## src/rtl/ham_pkg.sv

```systemverilog
// ham_pkg: constants and state type shared by the serial Hamming(127,120) encoder.
//   N          codeword length (127, or 128 with the overall parity bit)
//   K          message length
//   NUM_PARITY Hamming parity bit count
//   GEN_POLY   g6..g0 of g(x) = x^7 + x^3 + 1 (x^7 implicit)
//   CNT_W      bit index width
// Optional feature macro: EXT_PARITY_EN (extended Hamming(128,120) SECDED).
package ham_pkg;

`ifdef EXT_PARITY_EN
    localparam int unsigned N = 128;
`else
    localparam int unsigned N = 127;
`endif
    localparam int unsigned K          = 120;
    localparam int unsigned NUM_PARITY = 7;
    localparam int unsigned N_HAM      = K + NUM_PARITY;
    localparam logic [NUM_PARITY-1:0] GEN_POLY = 7'b0001001;
    localparam int unsigned CNT_W      = $clog2(N + 1);

    typedef enum logic [1:0] {
        IDLE,
        DATA,
`ifdef EXT_PARITY_EN
        PARITY,
        EXTP
`else
        PARITY
`endif
    } enc_state_t;

endpackage

```

## src/rtl/ham_lfsr7.sv

```systemverilog
// ham_lfsr7: division LFSR for g(x) = x^7 + x^3 + 1.
//   clk, rst_n   clock, asynchronous active-low reset
//   clear        synchronous clear of the remainder (wins over shift)
//   shift        advance one bit
//   feedback_en  1: divide (feedback = din ^ msb); 0: plain shift-out
//   din          message bit, highest degree first
//   msb          remainder bit 6 (next parity bit to emit)
//   remainder    full 7-bit remainder r6..r0
module ham_lfsr7
    import ham_pkg::*;
(
    input  logic                  clk,
    input  logic                  rst_n,
    input  logic                  clear,
    input  logic                  shift,
    input  logic                  feedback_en,
    input  logic                  din,
    output logic                  msb,
    output logic [NUM_PARITY-1:0] remainder
);

    logic [NUM_PARITY-1:0] r;
    logic                  fb;

    assign fb = feedback_en & (din ^ r[NUM_PARITY-1]);

    always_ff @(posedge clk or negedge rst_n) begin
        if (!rst_n) begin
            r <= '0;
        end else if (clear) begin
            r <= '0;
        end else if (shift) begin
            r <= {r[NUM_PARITY-2:0], 1'b0} ^ (fb ? GEN_POLY : '0);
        end
    end

    assign msb       = r[NUM_PARITY-1];
    assign remainder = r;

endmodule

```

## src/rtl/hamming127_serial_encoder.sv

```systemverilog
// hamming127_serial_encoder: serial systematic Hamming(127,120) encoder.
// Takes 120 message bits on a din/din_valid/din_ready handshake and emits
// the codeword on dout: the data bits echoed, then 7 parity bits back-to-back.
//   clk, rst_n   clock, asynchronous active-low reset
//   start        begins a frame (IDLE only)
//   abort        drops the frame, back to IDLE (beats start)
//   din          message bit, MSB first; din_valid qualifies it
//   din_ready    high in DATA
//   dout         codeword bit; dout_valid qualifies it (no backpressure)
//   bit_idx      index of the bit on dout
//   frame_done   one-cycle pulse with the last codeword bit
//   busy         state != IDLE
// Macro EXT_PARITY_EN: appends an overall even-parity bit (N = 128).
module hamming127_serial_encoder
    import ham_pkg::*;
(
    input  logic             clk,
    input  logic             rst_n,
    input  logic             start,
    input  logic             abort,
    input  logic             din,
    input  logic             din_valid,
    output logic             din_ready,
    output logic             dout,
    output logic             dout_valid,
    output logic [CNT_W-1:0] bit_idx,
    output logic             frame_done,
    output logic             busy
);

    localparam logic [CNT_W-1:0] LAST_DATA = CNT_W'(K - 1);
    localparam logic [CNT_W-1:0] LAST_HAM  = CNT_W'(N_HAM - 1);
    localparam logic [CNT_W-1:0] LAST_IDX  = CNT_W'(N - 1);

    enc_state_t state, state_n;
    logic [CNT_W-1:0] cnt;

    logic frame_clear;
    logic lfsr_shift;
    logic lfsr_fb_en;
    logic cnt_inc;
    logic emit;
    logic emit_bit;

    logic                  lfsr_msb;
    logic [NUM_PARITY-1:0] lfsr_rem;

`ifdef EXT_PARITY_EN
    logic ovp;
`endif

    ham_lfsr7 u_lfsr (
        .clk         (clk),
        .rst_n       (rst_n),
        .clear       (frame_clear),
        .shift       (lfsr_shift),
        .feedback_en (lfsr_fb_en),
        .din         (din),
        .msb         (lfsr_msb),
        .remainder   (lfsr_rem)
    );

    always_ff @(posedge clk or negedge rst_n) begin
        if (!rst_n) begin
            state <= IDLE;
        end else begin
            state <= state_n;
        end
    end

    always_comb begin
        state_n     = state;
        frame_clear = 1'b0;
        lfsr_shift  = 1'b0;
        lfsr_fb_en  = 1'b0;
        cnt_inc     = 1'b0;
        emit        = 1'b0;
        emit_bit    = 1'b0;

        if (abort) begin
            state_n     = IDLE;
            frame_clear = 1'b1;
        end else begin
            case (state)
                IDLE: begin
                    if (start) begin
                        state_n     = DATA;
                        frame_clear = 1'b1;
                    end
                end
                DATA: begin
                    if (din_valid) begin
                        lfsr_shift = 1'b1;
                        lfsr_fb_en = 1'b1;
                        cnt_inc    = 1'b1;
                        emit       = 1'b1;
                        emit_bit   = din;
                        if (cnt == LAST_DATA) begin
                            state_n = PARITY;
                        end
                    end
                end
                PARITY: begin
                    lfsr_shift = 1'b1;
                    cnt_inc    = 1'b1;
                    emit       = 1'b1;
                    emit_bit   = lfsr_msb;
                    if (cnt == LAST_HAM) begin
`ifdef EXT_PARITY_EN
                        state_n = EXTP;
`else
                        state_n = IDLE;
`endif
                    end
                end
`ifdef EXT_PARITY_EN
                EXTP: begin
                    cnt_inc  = 1'b1;
                    emit     = 1'b1;
                    emit_bit = ovp;
                    state_n  = IDLE;
                end
`endif
                default: state_n = IDLE;
            endcase
        end
    end

    always_ff @(posedge clk or negedge rst_n) begin
        if (!rst_n) begin
            cnt <= '0;
        end else if (frame_clear) begin
            cnt <= '0;
        end else if (cnt_inc) begin
            cnt <= cnt + 1'b1;
        end
    end

`ifdef EXT_PARITY_EN
    // Running XOR of every emitted bit; by the EXTP cycle it covers all 127.
    always_ff @(posedge clk or negedge rst_n) begin
        if (!rst_n) begin
            ovp <= 1'b0;
        end else if (frame_clear) begin
            ovp <= 1'b0;
        end else if (emit) begin
            ovp <= ovp ^ emit_bit;
        end
    end
`endif

    // Output stage: everything seen on dout lags the accept/emission by one clock.
    always_ff @(posedge clk or negedge rst_n) begin
        if (!rst_n) begin
            dout       <= 1'b0;
            dout_valid <= 1'b0;
            bit_idx    <= '0;
            frame_done <= 1'b0;
        end else begin
            dout       <= emit ? emit_bit : 1'b0;
            dout_valid <= emit;
            bit_idx    <= emit ? cnt : '0;
            frame_done <= emit && (cnt == LAST_IDX);
        end
    end

    assign din_ready = (state == DATA);
    assign busy      = (state != IDLE);

    // By the last parity shift the remainder has been shifted out down to r0.
    lfsr_drained: assert property (@(posedge clk) disable iff (!rst_n)
        (state == PARITY && cnt == LAST_HAM) |-> (lfsr_rem[NUM_PARITY-2:0] == '0));

endmodule

```

## config.mk

```make
export PLATFORM = sky130hd
export DESIGN_NAME = hamming127_serial_encoder
export DESIGN_NICKNAME = d
export VERILOG_FILES = /design/src/rtl/ham_pkg.sv /design/src/rtl/ham_lfsr7.sv /design/src/rtl/hamming127_serial_encoder.sv
export SDC_FILE = /design/constraint.sdc
export NUM_CORES = 1
export LEC_CHECK = 0
export BUFFER_PORTS_ARGS = -buffer_cell sky130_fd_sc_hd__buf_4
export CORE_MARGIN = 8
export CORE_UTILIZATION = 55
export CTS_BUF_LIST = sky130_fd_sc_hd__clkbuf_16
export CTS_CLUSTER_SIZE = 20
export DETAILED_ROUTE_END_ITERATION = 16
export GPL_ROUTABILITY_DRIVEN = 0
export MAX_ROUTING_LAYER = met4
export PLACE_DENSITY = 0.86
export SLEW_MARGIN = 20
export SYNTH_ARGS = -nofsm -noshare
export SYNTH_HDL_FRONTEND = slang
export SYNTH_SLANG_ARGS = --single-unit
```

## constraint.sdc

```tcl
create_clock -name clk -period 5.1 [get_ports clk]
set_input_delay 0.51 -clock clk [delete_from_list [all_inputs] [get_ports clk]]
set_output_delay 0.51 -clock clk [all_outputs]
set_load 0.005 [all_outputs]
```

==> impl_results.md, run 1 <==
- CTS tree: built
- Worst-Skew Late Latency: 0.25 ns
- Layout Area Growth over Synthesis: 20.3%
- Starting Density: 56.8%
- Deepest clock path buffer count: 2
- Post-route cell area: 1470 µm²
- Via density: 5.50
- Dpl hpwl: 1740 µm
- Setup Skew: 0.00132 ns
- Prevailing post-synth register cell: dfrtp_1
- Final period utilization: 42.2%
- Post-synth top cells: dfrtp_1 (26), nor2_1 (14), and2_1 (7)
- Synth cell types: 37
- Post-route DRC: 0
- Vias in the first global route: 887
- Min Tclk post-route: 2.15 ns
- CTS Hold Bufs: 0
- Most frequent cell after synthesis: dfrtp_1
- DIE AREA: 3980 µm²
- Dpl cells: 153
- Number of max-cap violations: 0
- Routed WL per cell: 15.0 µm
- Register area share after synthesis: 53.3%
- Yosys warning count: 0
- Post-synth top area share: 53.3%
- Clk sinks: 26
- TritonRoute pass-1 iters: 4
- Tot GR Track Use: 13.4%
- Final WL: 2350 µm
- First-pass GRT wire length: 4240 µm
- Via count: 864
- Clk root buf: clkbuf_16
- Worst setup path class: reg -> reg
- CTS Buf Count: 3
- Worst r2r src: state[1]$_DFFE_PN0P_
- Fillers: 157
- # setup viols final: 0
- Fraction of registers with async set/reset: 100%
- Placed cell areas: 1360 µm²
- Die Span Y: 63.1 µm
- Max-Slew Margin vs Limit: 65.1%
- Port buffer count: 17
- Final Non-Filler Cells: 157
- Area contributors post-synth: dfrtp_1 (53%), ha_1 (6.2%), nor2_1 (4.3%)
- Final ANT Viol Nets: 0
- Final-report hold violation count: 0
- Power Density: 400 nW/µm²
- Antenna violations before repair: 0
- Worst-Margin Slew: 0.522 ns
- Synth Net Count: 124
- Core Footprint: 2150 µm²
- Setup TNS: 0 ns
- Post-cts resize count: 0
- Crit path DAT: 2.35 ns
- CTS H-tree lvls: 1
- Mapped cell area: 1220 µm²
- Die X: 63.1 µm
- Layout cells sized above 1: 20.9%
- Crit start category: register
- Yosys top cell by area: dfrtp_1
- Congestion Overflow GR: 0
- Worst VDD drop: 283 µV
- Ports: 18
- Cells after synthesis: 112
- Max Slew Vio Count: 0
- Yosys reg bits: 26
- Critical Path Sink Type: register
- CP max FO: 15
- Number of synthesized flops with an enable pin: 0
- Placement Rows: 17
- Worst Hold Class: in -> async
- Average instance area after synthesis: 10.9 µm²
- Final nets: 142
- Clock-pin slew on the worst setup and hold paths: 0.06 ns
- Number of diodes: 0
- DRT iter0 DRCs: 19
- RSZ-0062 raised after global routing: no
- P_leak: 0.710 nW
- Largest net degree at the start of global routing: 27
- Max Clk Rate: 464 MHz
- Setup Fix Bufs, Post-CTS: 0
- Total power: 0.000588 W
- Outcome: finished clean
- Setup crit start: state[1]$_DFFE_PN0P_
- WP data required: 5.29 ns
==> per-stage QoR <==
stage          utilization (%)  setup slack (ns)  hold slack [ns]
2_1_floorplan                -              3.46            0.214
3_3_place_gp              63.4              3.15            0.429
3_5_place_dp              63.4              3.01            0.428
4_1_cts                   68.3              2.98            0.154
5_1_grt                   68.3              2.79            0.165
6_report                  68.3              2.95            0.150
==> logic make-up after synthesis <==
| logic type | share of synthesized area (%) |
|---|---|
| and+or+nand+nor | 20.1 |
| DFF | 53.3 |
| AOI/OAI and AO/OA | 11.2 |
| buffers and inverters | 3.18 |
| adders and majority gates | 6.15 |
| xor gates and xnor gates | 3.59 |
| muxes | 2.46 |
==> layout by cell type (no fill, tap or decap), types with 4 or more instances in the layout <==
cell      n
dfrtp_1  26
ha_1      6
buf_4    17
a22oi_1   5
a21oi_1   5
nand3_1   4
and2_1    7
xnor2_1   4
nand2_1   4
inv_1     5
nor2_1   14
==> worst max-delay path: stages, from the launching register on <==
cell,delay (ns)
dfrtp_1,0.40
inv_1,0.12
ha_1,0.29
a21o_2,0.21
nand3b_1,0.38
or4_1,0.62
nand2_1,0.07
==> final cells by class <==
type / count / area [µm²] / share of cell area (%)
Clock buffer: 3 / 75.1 / 5.12
Clock inverter: 1 / 30.0 / 2.05
Inverter: 5 / 18.8 / 1.28
Multi-Input combinational cell: 77 / 531 / 36.1
Sequential cell: 26 / 651 / 44.3
Tap cell: 28 / 35.0 / 2.39
Timing Repair Buffer: 17 / 128 / 8.70
==> power breakdown <==
part           switching, W  internal (W)  leakage, nW
clock             0.0000644      0.000156       0.0511
sequential       0.00000691      0.000215        0.362
combinational     0.0000842     0.0000613        0.297
total              0.000156      0.000432        0.710
==> layer usage <==
metal	GRT usage, %	vias up	wire [µm]
li1	-	421	-
met1	16.6	418	970
met2	20.5	21	1210
met3	3.36	4	140
met4	5.41	0	29
met5	-	-	0
==> final timing paths <==
path	to	slack, ns	cells after the start
setup / recovery	cnt[4]$_DFFE_PN0P_	2.95	6
hold / removal	dout$_DFF_PN0_	0.15	1
setup reg to reg	cnt[4]$_DFFE_PN0P_	2.95	6
hold reg to reg	u_lfsr.remainder[3]$_DFFE_PN0P_	0.52	2
max in group asynchronous	bit_idx[3]$_DFF_PN0_	4.71	1
min in group clk	u_lfsr.remainder[0]$_DFFE_PN0P_	0.45	2
==> state kept, by name, summed over array words and instances (netlist names) <==
signal,cells
bit_idx,7
dout_valid,1
u_lfsr.remainder,7
frame_done,1
dout,1
cnt,7
state,2
Note: power is estimated with default switching activity, not from simulation.
==> run 2: changes to the inputs <==
--- a/config.mk
+++ b/config.mk
@@ -7,13 +7,13 @@
 export LEC_CHECK = 0
 export BUFFER_PORTS_ARGS = -buffer_cell sky130_fd_sc_hd__buf_4
 export CORE_MARGIN = 8
-export CORE_UTILIZATION = 55
+export CORE_UTILIZATION = 49
 export CTS_BUF_LIST = sky130_fd_sc_hd__clkbuf_16
 export CTS_CLUSTER_SIZE = 20
 export DETAILED_ROUTE_END_ITERATION = 16
 export GPL_ROUTABILITY_DRIVEN = 0
 export MAX_ROUTING_LAYER = met4
-export PLACE_DENSITY = 0.86
+export PLACE_DENSITY = 0.82
 export SLEW_MARGIN = 20
 export SYNTH_ARGS = -nofsm -noshare
 export SYNTH_HDL_FRONTEND = slang
==> constraint.sdc (replaced) <==
create_clock -name clk -period 1.7 [get_ports clk]
set_input_delay 0.17 -clock clk [delete_from_list [all_inputs] [get_ports clk]]
set_output_delay 0.17 -clock clk [all_outputs]
set_load 0.005 [all_outputs]
==> run 2 against run 1 <==
Compared with the run above:
- sequential cell count unchanged
- largest cell class unchanged
- combinational power grew to 3.7 times the previous value
- wire length is 17% higher
- critical path type unchanged
- critical endpoint is now cnt[6]$_DFFE_PN0P_
- largest power group unchanged
- critical path depth increased by 2
- total power grew to 2.9 times the previous value
==> impl_results.md, run 2 (synthesis gave the netlist of run 1 again) <==
- Outcome: finished clean
- Via count: 948 (+9.7%)
- Dpl hpwl: 1820 µm (+4.8%)
- Layout cells sized above 1: 29.2% (+8.3 points)
- Post-route DRC: 0 (unchanged)
- Vias in the first global route: 970 (+9.4%)
- Max Slew Vio Count: 0 (unchanged)
- Worst-Margin Slew: 0.324 ns (-0.198 ns)
- Commonest non-fill, non-tap cell in the layout: dfrtp_1
- Max-Slew Margin vs Limit: 78.4% (+13 points)
- First-pass GRT wire length: 4550 µm (+7.3%)
- Crit path DAT: 1.81 ns (-0.54 ns)
- Tot GR Track Use: 14.1% (+0.66 points)
- Most frequent cells in the layout: dfrtp_1 (26), buf_4 (25), nor2_1 (14), and2_1 (6)
- Setup Skew: 0.00481 ns (+0.00350 ns)
- Final period utilization: 98.5% (+56 points)
- P_leak: 0.735 nW (+3.6%)
- Deepest clock path buffer count: 2 (unchanged)
- Crit path buf inv count: 3 (+2)
- DRT iter0 DRCs: 31 (+12)
- # setup viols final: 0 (unchanged)
- Core Footprint: 2410 µm² (+12%)
- Final core utilization: 63.1% (-5.2 points)
- Critical Path Sink Type: register
- Clk sinks: 26 (unchanged)
- Power Density: 1130 nW/µm² (+180%)
- Via density: 5.68 (+3.2%)
- Largest net degree at the start of global routing: 27 (unchanged)
- Number of max-cap violations: 0 (unchanged)
- CTS H-tree lvls: 1 (unchanged)
- DIE AREA: 4340 µm² (+9.1%)
- Crit start category: register
- Die X: 65.9 µm (+4.4%)
- Max Clk Rate: 597 MHz (+29%)
- Layout Area Growth over Synthesis: 24.7%
- Final WL: 2740 µm (+17%)
- Routed WL per cell: 16.4 µm (+9.6%)
- Crit-path most repeated cell: buf_4
- Clk root buf: clkbuf_16
- Worst Hold Class: in -> reg
- RSZ-0062 raised after global routing: yes
- FF-to-FF setup slack: 0.03 ns (-2.92 ns)
- Placement Rows: 18 (+1)
- Crit-path cells: inv_2 > ha_2 > a21o_2 > nand3b_1 > buf_4 > buf_4 > o21ai_0 > a21oi_1
- Final nets: 151 (+6.3%)
- Worst setup path class: reg -> reg
- Setup TNS: 0 ns (unchanged)
- Slowest stage delay, CP: 0.41 ns (-0.21 ns)
- Congestion Overflow GR: 0 (unchanged)
- Crit path max-delay family: flip-flops
- CTS Buf Count: 3 (unchanged)
- WP data required: 1.84 ns (-3.45 ns)
- Worst-Skew Late Latency: 0.26 ns (about the same)
- Final-report hold violation count: 0 (unchanged)
- Port buffer count: 17 (unchanged)
- Min Tclk post-route: 1.67 ns (-0.478 ns)
- CTS tree: built
- TritonRoute pass-1 iters: 4 (unchanged)
- Fillers: 193 (+23%)
- Antenna violations before repair: 0 (unchanged)
- Clock-pin slew on the worst setup and hold paths: 0.06 ns (about the same)
- Ports: 18 (unchanged)
- Final ANT Viol Nets: 0 (unchanged)
- CP max FO: 4 (-11)
- Starting Density: 50.6% (-6.2 points)
- Number of diodes: 0 (unchanged)
- Worst VDD drop: 811 µV (+190%)
- Die Span Y: 65.9 µm (+4.4%)
- Slowest-stage cell, CP: dfrtp_1
## run 2: cell count changes in the layout (fill, tap and decap cells not counted), sizes merged
cell / previous run / this run
buf: 17 / 25
dlygate4sd3: 0 / 1
bufinv: 1 / 0
## run 2: area by class of cell
class	instances	area (µm²)	share of cell area, %
clock buffers	3	75.1	4.93
well taps	30	37.5	2.47
repair buffers	26	198	13.0
flip-flops and latches	26	651	42.8
inverters	5	18.8	1.23
multi-input cells	77	542	35.6
## run 2: stage by stage
step	worst slack [ns]	total power (W)	instance area (µm²)	std cells	hold slack [ns]
after floorplan	0.0561	0.000970	1220	112	-0.126
after global placement	0.119	0.00113	1400	159	0.0878
after detailed placement	0.0108	0.00115	1400	159	0.0911
after CTS	0.0211	0.00169	1510	166	0.121
after global routing	-0.0549	0.00181	1520	167	0.129
final	0.0252	0.00172	1520	167	0.114
## run 2: what timing repair did
item                       in CTS  in global routing
pin swaps                       2                  2
buffers inserted                3                  1
resized for setup               2                  4
setup endpoints to repair       2                 17
hold endpoints to repair       26                  0
hold buffers                    1                  0
## run 2: final timing paths
kind / start / endpoint / depth (start not counted)
max reg2reg: state[1]$_DFFE_PN0P_ / cnt[6]$_DFFE_PN0P_ / 8
min reg2reg: u_lfsr.remainder[3]$_DFFE_PN0P_ / u_lfsr.remainder[3]$_DFFE_PN0P_ / 2
max: state[1]$_DFFE_PN0P_ / cnt[6]$_DFFE_PN0P_ / 8
min in group asynchronous: rst_n / state[1]$_DFFE_PN0P_ / 2
max in group asynchronous: rst_n / u_lfsr.remainder[1]$_DFFE_PN0P_ / 2
min: start / u_lfsr.remainder[0]$_DFFE_PN0P_ / 2
## run 2: where the power goes
group	leakage, nW	total, W	switching (W)	internal, W
Sequential	0.362	0.000669	0.0000240	0.000645
Combinational	0.336	0.000543	0.000283	0.000261
Clock	0.0370	0.000507	0.000196	0.000311
Total	0.735	0.00172	0.000502	0.00122
## run 2: per-layer routing
layer  global-route usage (%)  up-vias  wire, µm
met5                        -        -         0
met2                     23.9       25      1460
li1                         -      438         -
met1                     14.5      476      1030
met4                     5.99        0        63
met3                     4.58        9       185
